===== src/rtl/axi_stream_dw_pkg.sv =====
// Shared helpers and default port types for the AXI-Stream data-width converters.
package axi_stream_dw_pkg;

  function automatic int unsigned dw_ratio(input int unsigned wide_w, input int unsigned narrow_w);
    return wide_w / narrow_w;
  endfunction

  function automatic int unsigned dw_cnt_width(input int unsigned ratio);
    return (ratio > 2) ? $clog2(ratio) : 1;
  endfunction

  // Defaults describe an 8 -> 64 bit converter with 1-bit sideband placeholders.
  typedef struct packed {
    logic [7:0] data;
    logic [0:0] strb;
    logic [0:0] keep;
    logic       last;
    logic [0:0] id;
    logic [0:0] dest;
    logic [0:0] user;
  } dflt_in_t;

  typedef struct packed {
    logic     tvalid;
    dflt_in_t t;
  } dflt_in_req_t;

  typedef struct packed {
    logic tready;
  } dflt_rsp_t;

  typedef struct packed {
    logic [63:0] data;
    logic [7:0]  strb;
    logic [7:0]  keep;
    logic        last;
    logic [0:0]  id;
    logic [0:0]  dest;
    logic [0:0]  user;
  } dflt_out_t;

  typedef struct packed {
    logic      tvalid;
    dflt_out_t t;
  } dflt_out_req_t;

endpackage


===== src/rtl/axi_stream_dw_upsizer_pipe_fifo.sv =====
// Registered FIFO with valid/ready on both sides; push and pop may coincide when not full.
module stream_fifo #(
  parameter int unsigned DEPTH = 2,
  parameter type         T     = logic
) (
  input  logic clk_i,
  input  logic rst_ni,
  input  logic flush_i,
  input  T     data_i,
  input  logic valid_i,
  output logic ready_o,
  output T     data_o,
  output logic valid_o,
  input  logic ready_i
);
  localparam int unsigned AW = (DEPTH > 1) ? $clog2(DEPTH) : 1;

  T              mem_q [DEPTH];
  logic [AW-1:0] rd_q, wr_q;
  logic [AW:0]   cnt_q;
  logic          push, pop;

  assign ready_o = (cnt_q != (AW+1)'(DEPTH));
  assign valid_o = (cnt_q != '0);
  assign push    = valid_i & ready_o;
  assign pop     = valid_o & ready_i;
  assign data_o  = mem_q[rd_q];

  function automatic logic [AW-1:0] nxt(input logic [AW-1:0] p);
    return (p == AW'(DEPTH - 1)) ? '0 : p + AW'(1);
  endfunction

  always_ff @(posedge clk_i or negedge rst_ni) begin
    if (!rst_ni) begin
      rd_q  <= '0;
      wr_q  <= '0;
      cnt_q <= '0;
      for (int i = 0; i < DEPTH; i++) mem_q[i] <= '0;
    end else if (flush_i) begin
      rd_q  <= '0;
      wr_q  <= '0;
      cnt_q <= '0;
    end else begin
      if (push) begin
        mem_q[wr_q] <= data_i;
        wr_q        <= nxt(wr_q);
      end
      if (pop) rd_q <= nxt(rd_q);
      if (push != pop) cnt_q <= push ? cnt_q + 1'b1 : cnt_q - 1'b1;
    end
  end

endmodule


===== src/rtl/axi_stream_dw_upsizer_pipe.sv =====
// AXI-Stream width upsizer: packs R narrow beats into one wide word, closing early on
// last or on an id/dest change, and queues finished words in a small output FIFO.
module axi_stream_dw_upsizer_pipe
  import axi_stream_dw_pkg::*;
#(
  parameter int unsigned DataWidthIn     = 8,
  parameter int unsigned DataWidthOut    = 64,
  parameter int unsigned IdWidth         = 0,
  parameter int unsigned DestWidth       = 0,
  parameter int unsigned UserWidth       = 0,
  parameter int unsigned OutDepth        = 2,
  parameter bit          FlushOnIdChange = 1'b1,
  parameter type axi_stream_in_req_t     = dflt_in_req_t,
  parameter type axi_stream_in_rsp_t     = dflt_rsp_t,
  parameter type axi_stream_out_req_t    = dflt_out_req_t,
  parameter type axi_stream_out_rsp_t    = dflt_rsp_t
) (
  input  logic                clk_i,
  input  logic                rst_i,
  input  axi_stream_in_req_t  in_req_i,
  output axi_stream_in_rsp_t  in_rsp_o,
  output axi_stream_out_req_t out_req_o,
  input  axi_stream_out_rsp_t out_rsp_i
);
  localparam int unsigned R   = dw_ratio(DataWidthOut, DataWidthIn);
  localparam int unsigned CW  = dw_cnt_width(R);
  localparam int unsigned SI  = DataWidthIn / 8;
  localparam int unsigned SO  = DataWidthOut / 8;
  localparam int unsigned IW  = (IdWidth > 0) ? IdWidth : 1;
  localparam int unsigned DsW = (DestWidth > 0) ? DestWidth : 1;
  localparam int unsigned UW  = (UserWidth > 0) ? UserWidth : 1;

  if ((DataWidthIn % 8) != 0 || (DataWidthOut % DataWidthIn) != 0 || R < 2) begin : g_bad_cfg
    $error("axi_stream_dw_upsizer_pipe: unsupported data width configuration");
  end

  typedef struct packed {
    logic [DataWidthOut-1:0] data;
    logic [SO-1:0]           strb;
    logic [SO-1:0]           keep;
    logic                    last;
    logic [IW-1:0]           id;
    logic [DsW-1:0]          dest;
    logic [UW-1:0]           user;
  } word_t;

  word_t         asm_q, asm_d, beat_w, merged, push_word, fifo_q;
  logic [CW-1:0] cnt_q, cnt_d, lane;
  logic          pend_q, pend_d;
  logic          id_chg, push, in_ready, fifo_ready, fifo_valid;

  assign id_chg = FlushOnIdChange && !pend_q && (cnt_q != '0) &&
                  (((IdWidth > 0) && (in_req_i.t.id != asm_q.id)) ||
                   ((DestWidth > 0) && (in_req_i.t.dest != asm_q.dest)));

  // A flushing beat or the first beat after a pending word always starts a fresh word.
  always_comb begin
    lane        = (pend_q || id_chg) ? '0 : cnt_q;
    beat_w      = '0;
    beat_w.data = DataWidthOut'(in_req_i.t.data) << (int'(lane) * DataWidthIn);
    beat_w.strb = SO'(in_req_i.t.strb) << (int'(lane) * SI);
    beat_w.keep = SO'(in_req_i.t.keep) << (int'(lane) * SI);
    beat_w.last = in_req_i.t.last;
    beat_w.id   = in_req_i.t.id;
    beat_w.dest = in_req_i.t.dest;
    beat_w.user = in_req_i.t.user;
    merged      = beat_w;
    merged.data = asm_q.data | beat_w.data;
    merged.strb = asm_q.strb | beat_w.strb;
    merged.keep = asm_q.keep | beat_w.keep;
  end

  // pend_q marks a one-beat word (id change plus last) that could not share the flush push.
  always_comb begin
    push      = 1'b0;
    push_word = asm_q;
    in_ready  = 1'b1;
    cnt_d     = cnt_q;
    asm_d     = asm_q;
    pend_d    = pend_q;
    if (pend_q) begin
      push     = 1'b1;
      in_ready = fifo_ready & ~in_req_i.t.last;
      if (fifo_ready) begin
        pend_d = 1'b0;
        asm_d  = '0;
        cnt_d  = '0;
        if (in_req_i.tvalid && in_ready) begin
          asm_d = beat_w;
          cnt_d = CW'(1);
        end
      end
    end else if (id_chg) begin
      push           = in_req_i.tvalid;
      push_word.last = 1'b0;
      in_ready       = fifo_ready;
      if (in_req_i.tvalid && fifo_ready) begin
        asm_d  = beat_w;
        cnt_d  = CW'(1);
        pend_d = in_req_i.t.last;
      end
    end else if (in_req_i.t.last || cnt_q == CW'(R - 1)) begin
      push      = in_req_i.tvalid;
      push_word = merged;
      in_ready  = fifo_ready;
      if (in_req_i.tvalid && fifo_ready) begin
        asm_d = '0;
        cnt_d = '0;
      end
    end else if (in_req_i.tvalid) begin
      asm_d = merged;
      cnt_d = cnt_q + CW'(1);
    end
  end

  always_ff @(posedge clk_i or posedge rst_i) begin
    if (rst_i) begin
      cnt_q  <= '0;
      asm_q  <= '0;
      pend_q <= 1'b0;
    end else begin
      cnt_q  <= cnt_d;
      asm_q  <= asm_d;
      pend_q <= pend_d;
    end
  end

  stream_fifo #(
    .DEPTH (OutDepth),
    .T     (word_t)
  ) i_out_fifo (
    .clk_i   (clk_i),
    .rst_ni  (~rst_i),
    .flush_i (1'b0),
    .data_i  (push_word),
    .valid_i (push),
    .ready_o (fifo_ready),
    .data_o  (fifo_q),
    .valid_o (fifo_valid),
    .ready_i (out_rsp_i.tready)
  );

  always_comb begin
    in_rsp_o          = '0;
    in_rsp_o.tready   = in_ready;
    out_req_o         = '0;
    out_req_o.tvalid  = fifo_valid;
    out_req_o.t.data  = fifo_q.data;
    out_req_o.t.strb  = fifo_q.strb;
    out_req_o.t.keep  = fifo_q.keep;
    out_req_o.t.last  = fifo_q.last;
    out_req_o.t.id    = fifo_q.id;
    out_req_o.t.dest  = fifo_q.dest;
    out_req_o.t.user  = fifo_q.user;
  end

endmodule


===== config.mk =====
export PLATFORM = sky130hd
export DESIGN_NAME = axi_stream_dw_upsizer_pipe
export DESIGN_NICKNAME = d
export VERILOG_FILES = /design/src/rtl/axi_stream_dw_pkg.sv /design/src/rtl/axi_stream_dw_upsizer_pipe_fifo.sv /design/src/rtl/axi_stream_dw_upsizer_pipe.sv
export SDC_FILE = /design/constraint.sdc
export NUM_CORES = 1
export LEC_CHECK = 0
export CAP_MARGIN = 20
export CORE_MARGIN = 8
export CORE_UTILIZATION = 40
export DETAILED_ROUTE_END_ITERATION = 7
export PLACE_DENSITY_LB_ADDON = 0.12
export SETUP_SLACK_MARGIN = 0.02
export SYNTH_ARGS = -nofsm -noshare
export SYNTH_HDL_FRONTEND = slang
export SYNTH_SLANG_ARGS = --single-unit

===== constraint.sdc =====
create_clock -name clk_i -period 10.67 [get_ports clk_i]
set_input_delay 1.6005 -clock clk_i [delete_from_list [all_inputs] [get_ports clk_i]]
set_output_delay 1.6005 -clock clk_i [all_outputs]
set_load 0.02 [all_outputs]

==> results.sh, run 1 <==
export IMPL_ctsHoldBuffers=0
export IMPL_fin_crit_ns=4.91
export IMPL_layout_nets=958
export IMPL_nFillCells=2617
export IMPL_overflow=0
export IMPL_maxCapViolCount=0
export IMPL_fmax_mhz=204
export IMPL_dr_pass1_iters=4
export IMPL_die_h_um=188
export IMPL_ir_drop_mv=0.102
export IMPL_synth_top_family_by_area="multiplexers"
export IMPL_dieArea_sq_mm=0.0353
export IMPL_worst_pin_slew_ns=1.08
export IMPL_instances_no_fill=1349
export IMPL_cts_buffers=29
export IMPL_cp_start_kind="primary input"
export IMPL_fin_setup_tns_ns=0
export IMPL_synth_area_mux_share=0.239
export IMPL_seqCellArea_sq_mm=0.00651
export IMPL_min_period_over_period=0.460
export IMPL_clockBufferDepth=3
export IMPL_root_buffer="clkbuf_16"
export IMPL_clock_sinks=260
export IMPL_core_sq_mm=0.0294
export IMPL_num_vias=7361
export IMPL_post_cts_setup_buffers=0
export IMPL_drcViolationCount=0
export IMPL_cts_resized_gates=0
export IMPL_place_gp_congestion=0.743
export IMPL_synthTopCellsByArea="dfrtp_1 (55%), mux2_2 (22%), a21o_1 (4.1%)"
export IMPL_yosys_area_top_type="dfrtp_1"
export IMPL_initial_core_util=0.402
export IMPL_synth_edf_count=0
export IMPL_antenna_left=0
export IMPL_yosysMostFrequentCell="dfrtp_1"
export IMPL_postSynthAreaPerCell_sq_um=13.9
export IMPL_finClkSkew_ns=0.00952
export IMPL_finalMaxSlewViolations=0
export IMPL_synth_simple_gate_area_share=0.0300
export IMPL_async_flop_share=1.00
export IMPL_max_slew_margin=0.276
export IMPL_grt_pass1_wl_um=47400
export IMPL_rsz0062_at_grt="false"
export IMPL_hold_viol_final=0
export IMPL_drt_wl_total_um=29600
export IMPL_multi_input_area_sq_mm=0.00496
export IMPL_postSynthCellCount=852
export IMPL_setup_viol=0
export IMPL_cts_tree="yes"
export IMPL_die_w_um=188
export IMPL_status="finished, final reports clean"
export IMPL_area_growth_pct=19.5
export IMPL_grt_max_degree=124
export IMPL_clk_pin_slew_ns=0.06
export IMPL_grt_pass1_vias=7673
export IMPL_dp_cells=1297
export IMPL_cp_required_ns=9.07
export IMPL_cts_htree_levels=1
export IMPL_first_iter_violations=472
export IMPL_arrival_ns=3.31
export IMPL_port_buffer_count=103
export IMPL_wire_per_inst_um=21.9
export IMPL_yosysWarningCount=0
export IMPL_ys_seq_area_frac=0.550
export IMPL_endpoint_kind="output pin"
export IMPL_whs_ns=0.480
export IMPL_worst_path_max_fanout=21
export IMPL_worstSetupPathType="in2out"
export IMPL_clk_latency_ns=0.54
export IMPL_synth_xor_area_frac=0.00148
export IMPL_n_antenna_cell=0
export IMPL_io_pins=104
export IMPL_synth_area_sq_mm=0.0118
export IMPL_dpl_hpwl_um=18600
export IMPL_ys_flop_type="dfrtp_1"
export IMPL_power_leakage_nw=6.95
export IMPL_drive_gt1_frac=0.335
export IMPL_rows=63
export IMPL_synth_compound_area_frac=0.143
export IMPL_viasPerCell=5.46
export IMPL_grt_use_total=0.166
export IMPL_antenna_found_initial=0
export IMPL_ys_seq_elements=260
export IMPL_synth_top_area_share=0.550
export IMPL_min_path_type="reg2reg"
export IMPL_syn_nets=872
export IMPL_synth_cells_most_frequent="dfrtp_1 (260), mux2_2 (236), a21o_1 (65)"
export IMPL_synthAdderAreaFrac=0.00211
export IMPL_p_per_area_mw_per_mm2=233
export IMPL_synth_distinct_cells=55
-- registers in the layout, indices dropped and copies added (netlist names) --
signal and count:
asm_q 84, i_out_fifo.rd_q 1, i_out_fifo.cnt_q 2, i_out_fifo.mem_q 168
pend_q 1, cnt_q 3, i_out_fifo.wr_q 1
-- path summary, 6_finish.rpt --
path,startpoint,end,slack (ns),cells past startpoint
setup / recovery,in_req_i[3],in_rsp_o,5.76,3
hold / removal,i_out_fifo.mem_q[107],i_out_fifo.mem_q[107],0.48,1
setup reg to reg,cnt_q[0],i_out_fifo.mem_q[132],7.17,7
hold reg to reg,i_out_fifo.mem_q[107],i_out_fifo.mem_q[107],0.48,1
max in group asynchronous,rst_i,i_out_fifo.rd_q,7.49,3
min in group asynchronous,rst_i,i_out_fifo.mem_q[138],1.66,2
-- layout make-up --
type | instances | share of cell area
Clock buffer | 43 | 0.0614
Clock inverter | 9 | 0.00673
Inverter | 17 | 0.00505
Multi-Input combinational cell | 512 | 0.351
Sequential cell | 260 | 0.461
Tap cell | 390 | 0.0345
Timing Repair Buffer | 118 | 0.0809
-- worst max-delay path, stage by stage --
cell             delay (ns)
clkdlybuf4s50_1        0.80
o22ai_1                0.27
clkdlybuf4s50_1        0.65
-- cells in the final DEF, fill, tap and decap left out, drive strengths merged, types with 3 or more instances in the layout --
| master | count |
|---|---|
| dfrtp | 260 |
| mux2 | 244 |
| clkdlybuf4s50 | 103 |
| a21o | 65 |
| clkbuf | 43 |
| o2bb2ai | 41 |
| a22o | 40 |
| inv | 17 |
| buf | 15 |
| o21a | 10 |
| o31ai | 10 |
| o21ai | 10 |
| a41o | 9 |
| mux2i | 8 |
| nand2 | 8 |
| clkinv | 7 |
| o211ai | 6 |
| nor2 | 5 |
| nor4b | 5 |
| nor3 | 5 |
| nand4 | 4 |
| or2 | 3 |
| a21oi | 3 |
-- routing by layer --
| metal | vias up | routed length (um) | global-route usage |
|---|---|---|---|
| met4 | 0 | 461 | 0.0321 |
| li1 | 3361 | - | - |
| met3 | 38 | 1440 | 0.0301 |
| met2 | 139 | 13700 | 0.263 |
| met1 | 3823 | 13900 | 0.237 |
| met5 | - | 0 | 0 |
-- report_power, final --
part,leakage (nW),internal (W),switching (W),total [W]
Combinational,2.95,0.000508,0.000469,0.000977
Clock,0.484,0.000606,0.000402,0.00101
Sequential,3.52,0.00118,0.000131,0.00131
-- logic make-up (layout without fill, tap and decap cells) --
logic type	after synthesis	count (layout)
xor+xnor	2	2
flops	260	260
mux	252	252
simple gates	48	48
buf+inv	80	187
compound gates	208	208
fa+ha+maj	2	2
-- stage by stage --
stage	instance area, sq um	total power, W	utilization	setup slack, ns
6_report	14100	0.00329	0.481	5.76
5_1_grt	14100	0.00347	0.481	5.67
4_1_cts	14100	0.00335	0.481	5.76
3_5_place_dp	13200	0.00232	0.448	5.76
3_3_place_gp	13200	0.00231	0.448	5.78
2_1_floorplan	11800	0.00196	-	1.91
Note: power is estimated with default switching activity, not from simulation.
==> run 2, diff against run 1 <==
clock period = 4.8 ns   (was 10.67 ns; I/O delays follow)
==> run 2 against run 1 <==
Clock-buffer cell count rose by 1. Core utilization rose by 0.077 points. Cell count is essentially flat. Final area is 0.16% higher. Largest power group unchanged.
==> results.sh, run 2 (synthesis results as in run 1) <==
export IMPL_status="finished, final reports clean"
export IMPL_dieArea_sq_mm=0.0353
export IMPL_p_seq_frac=0.405
export IMPL_drcViolationCount=0
export IMPL_place_gp_congestion=0.726
export IMPL_sw_frac_of_total=0.302
export IMPL_cts_buffers=28
export IMPL_hp_start="i_out_fifo.mem_q[107]"
export IMPL_arrival_ns=2.95
export IMPL_grt_use_total=0.165
export IMPL_dpl_hpwl_um=19000
export IMPL_num_vias=7368
export IMPL_max_stage_delay_ns=0.69
export IMPL_core_sq_mm=0.0294
export IMPL_largest_register="i_out_fifo.mem_q"
export IMPL_clk_latency_ns=0.53
export IMPL_pwr_share_clk=0.295
export IMPL_fin_setup_tns_ns=0
export IMPL_worst_slack_ns=1.13
export IMPL_grt_pass1_wl_um=46800
export IMPL_antenna_left=0
export IMPL_r2r_start="cnt_q[0]"
export IMPL_ctsHoldBuffers=0
export IMPL_finalMaxSlewViolations=0
export IMPL_endpoint_kind="output pin"
export IMPL_final_cell_mix="dfrtp_1 (259), mux2_2 (236), clkdlybuf4s50_1 (103)"
export IMPL_cp_top_family="adder cells"
export IMPL_p_per_area_mw_per_mm2=511
export IMPL_power_leakage_nw=6.96
export IMPL_worst_path_max_fanout=19
export IMPL_post_cts_setup_buffers=0
export IMPL_drt_wl_total_um=29400
export IMPL_rsz0062_at_grt="false"
export IMPL_max_slew_margin=0.304
export IMPL_setup_viol=0
export IMPL_cts_tree="yes"
export IMPL_drive_gt1_frac=0.334
export IMPL_cp_start_kind="register"
export IMPL_initial_core_util=0.402
export IMPL_fmax_mhz=273
export IMPL_first_iter_violations=346
export IMPL_port_buffer_count=103
export IMPL_grt_pass1_vias=7744
export IMPL_overflow=0
export IMPL_fin_crit_ns=3.67
export IMPL_hold_viol_final=0
export IMPL_layout_nets=961
export IMPL_reg_top3="i_out_fifo.mem_q x168, asm_q x84, cnt_q x3"
export IMPL_antenna_found_initial=0
export IMPL_reg2reg_depth=6
export IMPL_combPwrFrac=0.300
export IMPL_viasPerCell=5.46
export IMPL_critPathBufInv=1
export IMPL_worstSetupPathType="reg2out"
export IMPL_root_buffer="clkbuf_16"
export IMPL_worstPathCellList="ha_1 -> ha_1 -> nor2_1 -> nor2_1 -> o22ai_1 -> clkdlybuf4s50_1"
export IMPL_p_int_w=0.00505
export IMPL_layout_commonest_cell="dfrtp_1"
export IMPL_min_path_type="reg2reg"
export IMPL_worst_hold_path_num_cells=1
export IMPL_switchingPower_w=0.00219
export IMPL_die_w_um=188
export IMPL_n_antenna_cell=0
export IMPL_min_period_over_period=0.764
export IMPL_r2r_end="i_out_fifo.mem_q[155]"
export IMPL_wire_per_inst_um=21.8
export IMPL_clock_sinks=260
export IMPL_worst_pin_slew_ns=1.04
export IMPL_rows=63
export IMPL_largest_reg_flops=168
export IMPL_area_growth_pct=19.7
export IMPL_cts_htree_levels=1
export IMPL_die_h_um=188
export IMPL_io_pins=104
export IMPL_dr_pass1_iters=4
export IMPL_cts_resized_gates=0
export IMPL_place_ws_ns=1.56
export IMPL_cp_required_ns=4.08
export IMPL_finClkSkew_ns=0.0156
export IMPL_grt_max_degree=89
export IMPL_clk_pin_slew_ns=0.06
export IMPL_ir_drop_mv=0.251
export IMPL_slowest_stage="dfrtp_1"
export IMPL_rrSetupSlack_ns=1.57
export IMPL_hold_end="i_out_fifo.mem_q[107]"
export IMPL_maxCapViolCount=0
export IMPL_clockBufferDepth=3
run 2: cell count changes in the layout (fill, tap and decap cells not counted):
cell,delta
bufinv_16,-1
clkbuf_1,+1
clkinv_2,-3
clkinvlp_4,+1
buf_12,+3
buf_4,+1
inv_8,-1
run 2: through the flow:
stage | hold slack, ns | instances | cell area (sq um) | power, W | utilization
4_1_cts | 0.489 | 1349 | 14200 | 0.00736 | 0.481
2_1_floorplan | 0.454 | 852 | 11800 | 0.00435 | -
3_5_place_dp | 0.475 | 1300 | 13200 | 0.00518 | 0.450
5_1_grt | 0.502 | 1350 | 14200 | 0.00762 | 0.482
6_report | 0.485 | 1350 | 14200 | 0.00724 | 0.482
3_3_place_gp | 0.470 | 1300 | 13200 | 0.00516 | 0.450
run 2: final cells by class:
cell class | count | area, sq um
repair buffers | 122 | 1210
inverters | 17 | 67.6
clock inverters | 5 | 50.0
well taps | 390 | 488
clock buffers | 44 | 872
fillers | 2623 | 15200
multi-input cells | 512 | 4960
flip-flops and latches | 260 | 6510
run 2: per-layer routing:
metal / GRT usage / share of wire
met1: 0.232 / 0.46
met2: 0.260 / 0.47
met3: 0.0308 / 0.055
met4: 0.0348 / 0.018
met5: 0 / 0
run 2: power by group through the flow:
stage | registers, W | clock network (W) | logic [W]
floorplan | 0.00280 | 0 | 0.00155
global placement | 0.00297 | 0 | 0.00219
detailed placement | 0.00297 | 0 | 0.00220
CTS | 0.00294 | 0.00220 | 0.00222
global route | 0.00300 | 0.00229 | 0.00233
finish | 0.00293 | 0.00214 | 0.00217
run 2: worst max-delay path by stage:
stage | to | startpoint | cells past startpoint
global placement | i_out_fifo.mem_q[152] | cnt_q[0] | 6
finish | in_rsp_o | cnt_q[0] | 6
floorplan | asm_q[0] | rst_i | 1
CTS | in_rsp_o | cnt_q[0] | 6
global route | in_rsp_o | cnt_q[0] | 6
detailed placement | i_out_fifo.mem_q[69] | cnt_q[0] | 6
run 2: worst reg2reg max path, stage by stage (launching register included):
cell and delay (ns):
dfrtp_1 0.69, ha_1 0.25, ha_1 0.57, nor3_2 0.22, nor4_4 0.27, buf_4 0.67
mux2_2 0.43
==> variant 1, RTL diff (flow settings as in run 1) <==
`FlushOnIdChange`: 1'b1 -> 1'b0.
--- a/src/rtl/axi_stream_dw_upsizer_pipe.sv
+++ b/src/rtl/axi_stream_dw_upsizer_pipe.sv
@@ -11,3 +11,3 @@
   parameter int unsigned OutDepth        = 2,
-  parameter bit          FlushOnIdChange = 1'b1,
+  parameter bit          FlushOnIdChange = 1'b0,
   parameter type axi_stream_in_req_t     = dflt_in_req_t,
Check against the original RTL: not settled (the Yosys comparison gave no result); the edit may change what the design does.
==> variant 1 against run 1 <==
Core utilization grew 0.095 points; critical path depth unchanged; power shrank 9.3%; die area fell by 4.6%; sequential cell count did not move; final area is 5.6% lower; global-route usage up 0.32 points; worst hold slack got worse by 0.0079 ns; first-iteration DRC count grew 31%; wire length shrank 3.4%; synthesized area down 5.0%; worst setup slack improved by 0.26 ns; largest cell class unchanged; highest routed layer unchanged.
==> variant 1: results (changes against run 1) <==
- Cells on worst reg2reg path: 6 (-1)
- Resized Gates After CTS: 0 (unchanged)
- Leak pwr: 5.936 nW (-15%)
- Hold depth: 2 (+1)
- Post-Syn Area per Cell: 10.51 um2 (-24%)
- Layout clock buffer count: 43 (unchanged)
- Clk pwr share: 0.322 (+0.016)
- WL per Instance: 18.83 um (-14%)
- Multi-input gate area: 4278 um2 (-14%)
- Post-Place Setup Slack: 6.016 ns (+0.2603 ns)
- Predominant post-synthesis flop cell: dfrtp_1
- Final std cells w/o fill: 1518 (+13%)
- Status: finished, final reports clean
- Period minus WS final: 4.652 ns (-0.2616 ns)
- First-pass GRT wire length: 45890 um (-3.2%)
- Post-DP HPWL: 17710 um (-4.8%)
- Worst r2r dst: i_out_fifo.mem_q[91]
- Layout cells sized above 1: 0.1395 (-0.1952)
- Data buffer area share: 0.08587 (+0.004973)
- First-pass iteration count of the detailed router: 4 (unchanged)
- Combinational share of power: 0.254 (-0.043)
- Nets: 1139 (+19%)
- Maximum vdd drop: 0.1678 mV (+64%)
- GP Congestion: 0.7395 (-0.43%)
- Critical path fanouts, max: 48 (+130%)
- DRC marker count from the first detailed-route iteration: 620 (+31%)
- Hold crit path type: reg2reg
- Crit path from: i_out_fifo.rd_q
- Yosys warning count: 0 (unchanged)
- Pin count of the biggest net entering global routing: 178 (+44%)
- R2R setup slack: 7.17 ns (about the same)
- P_seq: 0.00127 W (-3%)
- PortBufs: 103 (unchanged)
- Biggest regs: i_out_fifo.mem_q: 168 flops, asm_q: 84 flops, cnt_q: 3 flops
- Multi-input gates: 712 (+39%)
- Post-route design area: 13350 um2 (-5.6%)
- Synth area leaders: dfrtp_1 58%, mux2_2 8.4%, o21ai_0 7.5%
- Psw: 0.0009217 W (-8.0%)
- Sequential fraction of the synthesis area: 0.5790 (+0.02914)
- Nonclk buf count: 114 (-3.4%)
- Placed Area: 12400 um2 (-5.9%)
- Worst EP arrival: 3.05 ns (-0.26 ns)
- Sequential fraction of total cell area: 0.4878 (+0.02724)
- Gr usage total: 0.1696 (+0.003243)
- Signal inverters: 3 (-14)
- Critical Path Sink: out_req_o[52]
- Setup Skew: 0.01423 ns (+0.004710 ns)
- Clock buffer count from CTS: 28 (-3.4%)
- Least-Margin Pin Slew: 1.059 ns (-0.02328 ns)
- # fillers: 2565 (-2.0%)
- Clock buf/inv share: 0.06900 (+0.0008442)
- Synth top cells by count: 260 x dfrtp_1, 179 x nand2_1, 168 x o21ai_0
- Detailed-route via count: 7882 (+7.1%)
- Cell variety after synth: 48 (-13%)
- Post-CTS Setup Bufs: 0 (unchanged)
[variant 1: cell count changes in the layout (fill, tap and decap cells not counted), sizes merged, moves of 9 or more]
cell	delta
and2	+10
a41o	-9
a41oi	+9
o2bb2ai	-41
nand2	+171
o21a	-9
a21o	-64
mux2	-160
nor2	+45
o31ai	-10
a21oi	+113
inv	-14
o21ai	+163
[variant 1: routing by layer]
layer	routed length (um)	track usage
met1	13700	0.2407
met2	13070	0.2673
met3	1487	0.03241
met4	325	0.03383
met5	0	0
[variant 1: critical path: stages (launching register included)]
cell	delay [ns]
dfrtp_4	0.79
buf_4	0.67
mux2_2	0.46
clkdlybuf4s50_1	0.55
[variant 1: kinds of logic (layout without fill, tap and decap cells)]
kind of cell             Yosys count  count (layout)  share of synthesized area
multiplexers                      87              87                    0.08685
adder cells (fa/ha/maj)            2               2                   0.002227
AO/OA/AOI/OAI                    354             354                     0.1793
AND/OR/NAND/NOR                  268             268                     0.1086
flip-flops                       260             260                     0.5790
XOR/XNOR                           1               1                  0.0007796
buffers and inverters             97             168                    0.04331
[variant 1: worst min-delay path by stage]
stage | start | to | slack [ns]
2_1_floorplan | i_out_fifo.mem_q[20] | i_out_fifo.mem_q[20] | 0.44
3_3_place_gp | i_out_fifo.mem_q[54] | i_out_fifo.mem_q[54] | 0.46
3_5_place_dp | i_out_fifo.mem_q[58] | i_out_fifo.mem_q[58] | 0.46
4_1_cts | i_out_fifo.mem_q[54] | i_out_fifo.mem_q[54] | 0.48
5_1_grt | i_out_fifo.mem_q[73] | i_out_fifo.mem_q[73] | 0.49
6_report | i_out_fifo.mem_q[34] | i_out_fifo.mem_q[34] | 0.47
==> variant 2, RTL diff (flow settings as in run 1) <==
Without the edit above. Reset style: synchronous (`rst_i` and `rst_ni`), changed in 2 clocked blocks.
--- a/src/rtl/axi_stream_dw_upsizer_pipe_fifo.sv
+++ b/src/rtl/axi_stream_dw_upsizer_pipe_fifo.sv
@@ -32,3 +32,3 @@
 
-  always_ff @(posedge clk_i or negedge rst_ni) begin
+  always_ff @(posedge clk_i) begin
     if (!rst_ni) begin
--- a/src/rtl/axi_stream_dw_upsizer_pipe.sv
+++ b/src/rtl/axi_stream_dw_upsizer_pipe.sv
@@ -115,3 +115,3 @@
 
-  always_ff @(posedge clk_i or posedge rst_i) begin
+  always_ff @(posedge clk_i) begin
     if (rst_i) begin
Behaviour: not the same (Yosys sat finds a counterexample within 4 cycles, from zero or initial values and one cycle with rst_i high; the reset may be asserted at any time).
==> variant 2 against run 1 <==
Sequential cell count increased by 1; critical path type unchanged; wire length down 11%; final cell count did not move; final area down 8.1%; maximum frequency is 1.9% lower; worst setup slack worse by 0.094 ns; first-iteration DRC count is 9.3% higher; synthesized area shrank 8.3%.
Power is not compared: it rests on default switching activity, and its combinational part moved more than twofold at a synthesized area within 25%.
==> variant 2: results (changes against run 1) <==
- First-pass iteration count of the detailed router: 5 (+1)
- Maximum vdd drop: 0.1256 mV
- DRC marker count from the first detailed-route iteration: 516 (+9.3%)
- GP Congestion: 0.7737 (+4.2%)
- Predominant post-synthesis flop cell: edfxtp_1
- Hold depth: 1 (unchanged)
- Max incr delay on CP: 0.65 ns (-0.15 ns)
- Sequential fraction of the synthesis area: 0.6365 (+0.08660)
- Synthesized Nets: 925 (+6.1%)
- Vias/cell: 5.283 (-3.2%)
- Number of synthesized flops with an enable pin: 168 (+168)
- Worst EP arrival: 3.41 ns (+0.10 ns)
- Worst r2r dst: i_out_fifo.mem_q[0][28]
- R2R setup slack: 6.56 ns (-0.61 ns)
- Hold_sp: asm_q[16]
- # fillers: 2459 (-6.0%)
- Clock buffer count from CTS: 28 (-3.4%)
- Synth top cells by count: 237 x nor2_1, 168 x edfxtp_1, 93 x dfxtp_1
- Cell variety after synth: 47 (-15%)
- Cells on worst reg2reg path: 6 (-1)
- Nets: 1006 (+5.0%)
- ANT cells: 0 (unchanged)
- Layout cells sized above 1: 0.1597 (-0.1750)
- FFs w/ async S/R, synth: 0 (-1.000)
- Status: finished, final reports clean
- Final hold slack: 0.4637 ns (-0.01675 ns)
- Pin count of the biggest net entering global routing: 64 (-48%)
- Synth area leaders: edfxtp_1 46%, dfxtp_1 17%, mux2_2 8.7%
- Resized Gates After CTS: 0 (unchanged)
- Vias in the first global route: 7284 (-5.1%)
- DRT Wirelength: 26380 um (-11%)
- Clock Path Buffers: 3 (unchanged)
- Worst Hold Path EP: asm_q[16]
- Setup Skew: 0.01641 ns (+0.006891 ns)
- Least-Margin Pin Slew: 1.021 ns (-0.06142 ns)
- Root buf cell: clkbuf_16
- First-pass GRT wire length: 42410 um (-11%)
- Critical path fanouts, max: 13 (-38%)
- Gr usage total: 0.1612 (-0.005115)
- Post-DP HPWL: 16050 um (-14%)
- Crit Reg-Reg Startpoint: cnt_q[0]
==> variant 2: cell count changes after synthesis, sizes merged, moves of 83 or more <==
cell	before	now
a21oi	3	86
dfrtp	260	0
dfxtp	0	93
edfxtp	0	168
mux2	244	84
nor2	5	237
==> variant 2: metal layers <==
metal | vias up | global-route usage | share of wire
met3 | 25 | 0.03350 | 0.052
met4 | 0 | 0.02910 | 0.010
met1 | 3542 | 0.2244 | 0.47
met5 | - | 0 | 0
li1 | 3411 | - | -
met2 | 149 | 0.2581 | 0.47
==> variant 2: stage by stage <==
| stage | total power (W) | worst slack, ns | instances | instance area, um2 | util |
|---|---|---|---|---|---|
| floorplan | 0.001288 | 4.058 | 905 | 10850 | - |
| global placement | 0.001392 | 5.624 | 1296 | 12080 | 0.4509 |
| detailed placement | 0.001393 | 5.579 | 1297 | 12090 | 0.4512 |
| CTS | 0.002327 | 5.686 | 1349 | 12990 | 0.4848 |
| global route | 0.002382 | 5.577 | 1349 | 12990 | 0.4848 |
| finish | 0.002299 | 5.662 | 1349 | 12990 | 0.4848 |
==> variant 2: kinds of logic after synthesis <==
kind of cell	share of synthesized area
buffers and inverters	0.03194
and+or+nand+nor	0.1251
adders and majority gates	0.002306
DFF	0.6365
AOI/OAI and AO/OA	0.1135
muxes	0.08993
xor gates and xnor gates	0.0008072
==> variant 2: worst max path at each step <==
stage,start,endpoint,depth (start not counted)
floorplan,in_req_i[14],i_out_fifo.mem_q[0][0],4
global placement,in_req_i[14],i_out_fifo.mem_q[0][43],5
detailed placement,in_req_i[14],i_out_fifo.mem_q[0][73],5
CTS,in_req_i[3],in_rsp_o,6
global route,in_req_i[3],in_rsp_o,6
finish,in_req_i[3],in_rsp_o,6
==> variant 2: area by class of cell <==
cell class              instances  area [um2]  share of cell area
clock buffers                  39       803.3             0.06183
clock inverters                13       97.59            0.007512
inverters                       3       11.26           0.0008667
multi-input cells             578        3630              0.2794
flip-flops and latches        261        6910              0.5319
well taps                     341       426.7             0.03284
repair buffers                114        1114             0.08571
==> variant 2: power breakdown <==
group	internal, W	total, W	switching [W]
registers	0.00111	0.00113	0.0000170
logic	0.000100	0.000238	0.000138
clock network	0.000548	0.000933	0.000385
total	0.00176	0.00230	0.000539
